## src/rtl/fetch_pkg.sv

```systemverilog
`default_nettype none
// ============================================================================
// Module      : fetch_pkg
// Description : Shared types and constants for the instruction fetch stage.
// Revision    : 1.0 - initial release
// ============================================================================
package fetch_pkg;

  typedef enum logic [1:0] {
    IDLE = 2'd0,
    BUSY = 2'd1,
    FULL = 2'd2
  } fetch_state_t;

  localparam logic [31:0] PC_OFFSET   = 32'd8;
  localparam logic [31:0] INSTR_BYTES = 32'd4;

  function automatic logic [31:0] align_word(input logic [31:0] addr);
    return {addr[31:2], 2'b00};
  endfunction

endpackage
`default_nettype wire

```

## src/rtl/branch_target.sv

```systemverilog
`default_nettype none
// ============================================================================
// Module      : branch_target
// Description : Branch target adder, pc + 8 + imm modulo 2^32.
// Revision    : 1.0 - initial release
// ============================================================================
module branch_target
  import fetch_pkg::*;
(
  input  logic [31:0] pc,
  input  logic [31:0] imm,
  output logic [31:0] target
);

  assign target = pc + PC_OFFSET + imm;

endmodule
`default_nettype wire

```

## src/rtl/instr_fetch.sv

```systemverilog
`default_nettype none
// ============================================================================
// Module      : instr_fetch
// Description : PC, request/ack instruction fetch and branch redirect.
// Revision    : 1.0 - initial release
// ============================================================================
module instr_fetch
  import fetch_pkg::*;
#(
  parameter logic [31:0] RESET_PC = 32'h0000_0000
) (
  input  logic        clk,
  input  logic        reset,
  output logic        ImemReq,
  output logic [31:0] ImemAddr,
  input  logic        ImemAck,
  input  logic [31:0] ImemRData,
  output logic [31:0] Instr,
  output logic [31:0] InstrPC,
  output logic        InstrValid,
  input  logic        DecodeReady,
  input  logic        BranchTaken,
  input  logic [31:0] BranchPC,
  input  logic [31:0] BranchImm
);

  fetch_state_t r_state, w_state_nxt;
  logic [31:0]  r_pc, w_pc_nxt;
  logic [31:0]  r_req_addr, w_req_addr_nxt;
  logic         r_kill, w_kill_nxt;
  logic [31:0]  r_instr, w_instr_nxt;
  logic [31:0]  r_instr_pc, w_instr_pc_nxt;
  logic [31:0]  w_target;

  branch_target u_branch_target (
    .pc     (BranchPC),
    .imm    (BranchImm),
    .target (w_target)
  );

  always_ff @(posedge clk) begin
    if (reset) begin
      r_state    <= IDLE;
      r_pc       <= align_word(RESET_PC);
      r_req_addr <= align_word(RESET_PC);
      r_kill     <= 1'b0;
      r_instr    <= '0;
      r_instr_pc <= '0;
    end else begin
      r_state    <= w_state_nxt;
      r_pc       <= align_word(w_pc_nxt);
      r_req_addr <= align_word(w_req_addr_nxt);
      r_kill     <= w_kill_nxt;
      r_instr    <= w_instr_nxt;
      r_instr_pc <= w_instr_pc_nxt;
    end
  end

  always_comb begin
    w_state_nxt    = r_state;
    w_pc_nxt       = r_pc;
    w_req_addr_nxt = r_req_addr;
    w_kill_nxt     = r_kill;
    w_instr_nxt    = r_instr;
    w_instr_pc_nxt = r_instr_pc;
    unique case (r_state)
      IDLE: begin
        w_state_nxt = BUSY;
        if (BranchTaken) begin
          w_pc_nxt       = w_target;
          w_req_addr_nxt = w_target;
        end else begin
          w_req_addr_nxt = r_pc;
        end
      end
      BUSY: begin
        if (!ImemAck) begin
          // The address must stay put mid-request; remember the redirect and drop the reply.
          if (BranchTaken) begin
            w_pc_nxt   = w_target;
            w_kill_nxt = 1'b1;
          end
        end else if (BranchTaken) begin
          w_pc_nxt       = w_target;
          w_req_addr_nxt = w_target;
          w_kill_nxt     = 1'b0;
        end else if (r_kill) begin
          w_kill_nxt     = 1'b0;
          w_req_addr_nxt = r_pc;
        end else begin
          w_instr_nxt    = ImemRData;
          w_instr_pc_nxt = r_req_addr;
          w_pc_nxt       = r_req_addr + INSTR_BYTES;
          w_state_nxt    = FULL;
        end
      end
      FULL: begin
        if (BranchTaken) begin
          w_pc_nxt       = w_target;
          w_req_addr_nxt = w_target;
          w_state_nxt    = BUSY;
        end else if (DecodeReady) begin
          w_req_addr_nxt = r_pc;
          w_state_nxt    = BUSY;
        end
      end
      default: w_state_nxt = IDLE;
    endcase
  end

  assign ImemReq    = (r_state == BUSY);
  assign InstrValid = (r_state == FULL);
  assign ImemAddr   = r_req_addr;
  assign Instr      = r_instr;
  assign InstrPC    = r_instr_pc;

endmodule
`default_nettype wire
```

## config.mk

```make
export PLATFORM = sky130hd
export DESIGN_NAME = instr_fetch
export DESIGN_NICKNAME = d
export VERILOG_FILES = /design/src/rtl/fetch_pkg.sv /design/src/rtl/branch_target.sv /design/src/rtl/instr_fetch.sv
export SDC_FILE = /design/constraint.sdc
export NUM_CORES = 1
export LEC_CHECK = 0
export ABC_AREA = 0
export CAP_MARGIN = 20
export CORE_MARGIN = 2
export CORE_UTILIZATION = 54
export DETAILED_ROUTE_END_ITERATION = 12
export PLACE_DENSITY = 0.86
export SLEW_MARGIN = 20
export SYNTH_ARGS = -nofsm -noshare
export SYNTH_HDL_FRONTEND = slang
export SYNTH_SLANG_ARGS = --single-unit
```

## constraint.sdc

```tcl
create_clock -name clk -period 5.3 [get_ports clk]
set_input_delay 1.325 -clock clk [delete_from_list [all_inputs] [get_ports clk]]
set_output_delay 1.325 -clock clk [all_outputs]
set_load 0.005 [all_outputs]
```

# ---- Word-level counts from Yosys, hierarchy flattened
# Cells that the tools add are included.
dict set report word_totals {
  ff_bits 131
  out_inout_bits 98
  word_cells 50
}
dict set report classes {
  add_sub_neg 3
  n_eq_ne 8
  muxes 19
  n_bitwise 2
  n_reduce_logical 10
}
# op n
set ops {}
lappend ops {{32-bit two-way mux} 9}
lappend ops {{32-bit one-hot mux with 3 select lines} 1}
lappend ops {{32-bit one-hot mux with 2 select lines} 1}
lappend ops {{32-bit by 3-bit adder with 32-bit output (second input constant)} 1}
lappend ops {{32-bit adder} 1}
lappend ops {{32-bit by 4-bit adder with 32-bit output (second input constant)} 1}
lappend ops {{4-bit AND reduction} 3}
lappend ops {{2-bit two-way mux} 5}
lappend ops {{3-bit by 1-bit inequality test with 1-bit output (second input constant)} 2}
lappend ops {{2-bit one-hot mux with 3 select lines} 1}
lappend ops {{2-bit inequality test (second input constant)} 2}
lappend ops {{4-bit inequality test (second input constant)} 1}
lappend ops {{2-bit AND reduction} 2}
lappend ops {{2-bit nonzero test} 2}
lappend ops {{3-bit nonzero test} 1}
lappend ops {{2-bit by 1-bit equality test with 1-bit output (second input constant)} 1}
lappend ops {{2-bit equality test (second input constant)} 1}
lappend ops {{2-bit logical NOT} 1}
lappend ops {{1-bit two-way mux} 2}
lappend ops {{2-bit by 1-bit inequality test with 1-bit output (second input constant)} 1}
lappend ops {{1-bit inverter} 2}
lappend ops {{2-bit OR reduction} 1}

# ---- Depth between registers and ports, before layout
dict set report depth {
  ltp_word 5
  mapped_depth 12
  depth_no_buf 12
}

# ---- Cells and area by module
# Synthesis repeated with hierarchy kept, for this count alone.
dict set report hier_totals {
  hier_cells 1006
  hier_area_um2 7955.1
}
# mod instances cells_each area_per_inst_um2 seq_area_each_um2
set modules_own_cells {}
lappend modules_own_cells {instr_fetch 1 740 5874.4 2502.4}
lappend modules_own_cells {branch_target 1 266 2080.7 0.0}

# ---- Worst setup path after synthesis
# No wires, ideal clock.
dict set report synth_timing {
  path_kind {input to register}
  from {input BranchPC[3]}
  to {register r_pc[30]}
  arrival_ps 3774
  setup_slack_ps 1438
  cell_stages 12
  cell_sequence {inv_1 > ha_1 > inv_1 > ha_1 > a21o_1 > a21oi_4 > a2111oi_4 > nor3_4 > a211oi_2 > or4_1 > a21o_1 > a311oi_2}
}
dict set report synth_between {
  elab_chain_len 5
}
# item line
set synth_rtl {}
lappend synth_rtl {{start, declared} instr_fetch.sv:23} ;# input logic [31:0] BranchPC,
lappend synth_rtl {{32-bit by 4-bit adder with 32-bit output (*)} branch_target.sv:15} ;# assign target = pc + PC_OFFSET + imm;
lappend synth_rtl {{32-bit adder (*)} branch_target.sv:15}
lappend synth_rtl {{32-bit two-way mux, on equally long branches} -}
lappend synth_rtl {{32-bit two-way mux} instr_fetch.sv:77} ;# if (!ImemAck) begin
lappend synth_rtl {{32-bit one-hot mux with 2 select lines (*)} instr_fetch.sv:66} ;# unique case (r_state)
lappend synth_rtl {{end signal, assigned} instr_fetch.sv:44} ;# r_pc <= align_word(RESET_PC);
lappend synth_rtl {{end signal, assigned} instr_fetch.sv:51} ;# r_pc <= align_word(w_pc_nxt);
lappend synth_rtl {{end, declared} instr_fetch.sv:28} ;# logic [31:0] r_pc, w_pc_nxt;
# Mark *: on every way between the ends. The rest lies on a longest branch, timed or not.
# A chain may end at the register's enable or synchronous reset.

# ---- Worst setup path in the final report
dict set report layout_timing {
  from {input BranchPC[1]}
  to {register r_req_addr[31] (netlist: ImemAddr[31])}
}
dict set report layout_between {
  elab_chain_len 5
}
# item line
set layout_rtl {}
lappend layout_rtl {{32-bit by 4-bit adder with 32-bit output (*)} branch_target.sv:15}
lappend layout_rtl {{32-bit adder (*)} branch_target.sv:15}
lappend layout_rtl {{32-bit two-way mux} instr_fetch.sv:83} ;# end else if (BranchTaken) begin
lappend layout_rtl {{32-bit two-way mux} instr_fetch.sv:77}
lappend layout_rtl {{32-bit one-hot mux with 3 select lines (*)} instr_fetch.sv:66}
lappend layout_rtl {{end signal, assigned} instr_fetch.sv:45} ;# r_req_addr <= align_word(RESET_PC);
lappend layout_rtl {{end signal, assigned} instr_fetch.sv:52} ;# r_req_addr <= align_word(w_req_addr_nxt);
lappend layout_rtl {{end, declared} instr_fetch.sv:29} ;# logic [31:0] r_req_addr, w_req_addr_nxt;
# Mark *: on every way between the ends. The rest lies on a longest branch, timed or not. The select of a mux whose other input is x is not followed.

==> summary.txt <==
Worst setup path
  • Crit Reg-Reg Startpoint: r_state[0]$_SDFFE_PP0P_
  • Peak fanout along the critical path: 6
  • Crit Path Category: in -> reg
  • Arr. time, crit path: about 4.6 ns
  • R2R depth: 7
  • Worst path required time: ~5.6 ns
  • Startpoint types: input pin
  • Crit path capture type: register
  • Critical R2R Capture: InstrPC[22]$_SDFFE_PP0P_
  • R2R setup slack: between 2 and 2.5 ns

Logic synthesis
  • Top_reg_cell synth: dfxtp_1
  • Ys Warns: 0
  • Mapped Cells: 1,042
  • Async SR Flop Fraction: 0%
  • Mean Syn Cell Area: 7.756 um2
  • Sequential share of the synthesized area: a little under a third
  • Synth area leader: dfxtp_1
  • Top cells by area, synth: dfxtp_1 31%, ha_1 9.3%, nand2_1 8.9%
  • Post-synthesis cell area: ~8000 um2
  • Cell variety after synth: around 80
  • Most frequent cells after synthesis: 191 x nand2_1, 131 x a21oi_1, 125 x dfxtp_1
  • FF+latch count, synth: 125
  • Synth top area share: 30.96%
  • Post-synth EDFFs: 0
  • Leading cell type by number of instances after synthesis: nand2_1

Clock network
  • Root Buffer: clkbuf_16
  • Clk_lat worst skew: slightly above 0.4 ns
  • CTS Hold Bufs: 0
  • Sink Count: 125
  • Reg clk slew, reported paths: 0.05 ns
  • Htree depth: 4
  • Clock buffers created by TritonCTS: 17
  • PostCTS Resize Cnt: 0
  • Post-CTS setup buffer count: 0
  • CTS tree: built
  • Clk buf depth: 2

Detailed routing
  • Total Wirelength: about 24,000 um
  • DR WL/cell: about 17 um
  • Via density: about 6.0
  • Starting DRT DRC Count: approximately 700
  • DR vias: approximately 8,300
  • Remaining DRCs: 0
  • DR pass1 iterations: 5
  • Routed Antenna Nets: 0

Timing
  • FMAX: 232.7 MHz
  • Final min period: 4.298 ns
  • Final Setup Violations: 0
  • Final Cycle Share: between 80% and 90%
  • Slew margin rel.: 36.11%
  • Clk_skew: around 0.0096 ns
  • Tightest Pin Transition: 0.9583 ns
  • RSZ-0062 raised after global routing: no
  • Setup TNS: 0 ns
  • Fin. Hold Viols: 0
  • Final Slew Violations: 0

Placement
  • # placed instances: 1,361
  • Buffers on Ports: slightly below 200
  • HPWL Detailed: ~17,000 um
  • Final GP Congestion: just over 0.9

Cells and area
  • Antenna diode count: 0
  • Post-route insts no fill: about 1,400
  • FILL cells: 1,165
  • Syn-to-layout area delta: 30.58%
  • Fin nets: 1,358
  • Layout cells sized above 1: about 5.5%

Global route
  • Initial antenna violation count: 0
  • Remaining global-route overflow: 0
  • Vias in the first global route: roughly 7,600
  • First-pass GRT wire length: around 38,000 um
  • GRT Resource Usage Total: about 29%
  • Largest net degree at the start of global routing: 70

Worst hold path
  • Min-Delay Path Class: reg -> reg
  • Worst Hold Path EP: InstrPC[26]$_SDFFE_PP0P_
  • Worst hold start: InstrPC[26]$_SDFFE_PP0P_
  • Hold path cells: 2

Floorplan
  • Rows: 44
  • Die Height: roughly 130 um
  • Initial core utilization: 55.39%
  • Boundary pin count: approximately 200
  • Die X-Extent: around 130 um
  • Die area: between 15,000 and 20,000 um2
  • CORE AREA: around 15,000 um2

Outcome
  • Status: completed

Pwr
  • PwrDens: slightly below 300 nW/um2
  • Max IR drop VDD: between 0.15 and 0.2 mV
  • Leak: 4.090 nW

Run
  • MaxCap Viol Count: 0
-- routing by layer --
layer	wire length [um]	vias up	track usage [%]	part of all wire, %
met5	0	-	0	0
met4	361	0	8.339	1.5
met3	2108	39	6.284	9.0
met2	11030	442	47.28	47
met1	10020	3796	38.08	43
li1	-	4045	-	-
-- critical path: stages --
cell             delay, ns
clkdlybuf4s50_1       0.41
ha_1                  0.30
and3_2                0.20
fa_1                  0.42
a211oi_1              0.33
o21ai_0               0.26
nand4_1               0.21
nand4b_1              0.17
a21oi_2               0.30
nor2_1                0.11
o311a_1               0.34
a211oi_1              0.24
-- cell usage in the layout, fill, tap and decap left out, types with 11 or more instances in the layout --
cell type	count
a31oi_1	13
clkdlybuf4s50_1	192
xor2_1	23
xnor2_1	28
nor2_1	76
nor3_1	18
nand4_1	18
o21ai_0	38
dfxtp_1	125
a21o_1	19
a21oi_1	131
ha_1	60
nand3_1	31
clkbuf_16	17
and3_1	13
nand2_1	190
mux2i_1	11
buf_4	13
o21a_1	11
inv_1	12
a211oi_1	27
-- state kept, by name, summed over array words and instances, names as in the netlist --
register,count
InstrPC,30
r_kill,1
ImemAddr,30
r_state,2
r_pc,30
Instr,32
-- through the flow --
stage / worst slack (ns) / total power [mW] / util [%] / cell area [um2] / hold slack (ns)
floorplan: 1.438 / 1.642 / - / 8093 / 0.4400
CTS: 1.016 / 3.059 / 72.33 / 10550 / 0.4527
global route: 0.7930 / 3.208 / 72.33 / 10550 / 0.4649
finish: 1.002 / 3.064 / 72.33 / 10550 / 0.4501
detailed placement: 0.6089 / 1.959 / 68.52 / 9996 / 0.4458
global placement: 0.7142 / 1.935 / 68.33 / 9968 / 0.4407
-- power by group --
group          internal [mW]  switching [mW]
Sequential              1.02          0.0963
Combinational          0.399           0.450
Clock                  0.707           0.394
Total                   2.12           0.940
-- final cells by class --
type / instances / area, um2 / share of cell area, %
clock buffer: 22 / 464.2 / 4.399
clock inverter: 8 / 92.59 / 0.8774
inverter: 12 / 45.04 / 0.4268
multi-input combinational: 833 / 5166 / 48.96
sequential: 125 / 2502 / 23.71
tap: 184 / 230.2 / 2.182
timing repair buffer: 207 / 2052 / 19.45
-- kinds of logic (layout without fill, tap and decap cells) --
kind of cell,count (synthesis),count (layout),share of synthesized area (%)
mux,11,11,1.362
buf+inv,87,249,5.481
compound gates,322,322,25.81
fa+ha+maj,61,61,9.537
flops,125,125,30.96
simple gates,384,384,21.27
other cells,1,4,0.04640
xor+xnor,51,51,5.527
-- worst max path at each step --
| stage | startpoint | endpoint | slack (ns) | cells past startpoint |
|---|---|---|---|---|
| after floorplan | BranchPC[3] | r_pc[30]$_SDFFE_PP0P_ | 1.44 | 12 |
| after global placement | BranchPC[1] | ImemAddr[31]$_SDFFE_PP0P_ | 0.71 | 12 |
| after detailed placement | BranchPC[1] | ImemAddr[31]$_SDFFE_PP0P_ | 0.61 | 12 |
| after CTS | BranchPC[1] | ImemAddr[31]$_SDFFE_PP0P_ | 1.02 | 12 |
| after global routing | BranchPC[1] | r_pc[19]$_SDFFE_PP0P_ | 0.79 | 12 |
| final | BranchPC[1] | ImemAddr[31]$_SDFFE_PP0P_ | 1.00 | 12 |
Power figures use the tool's default switching activity.
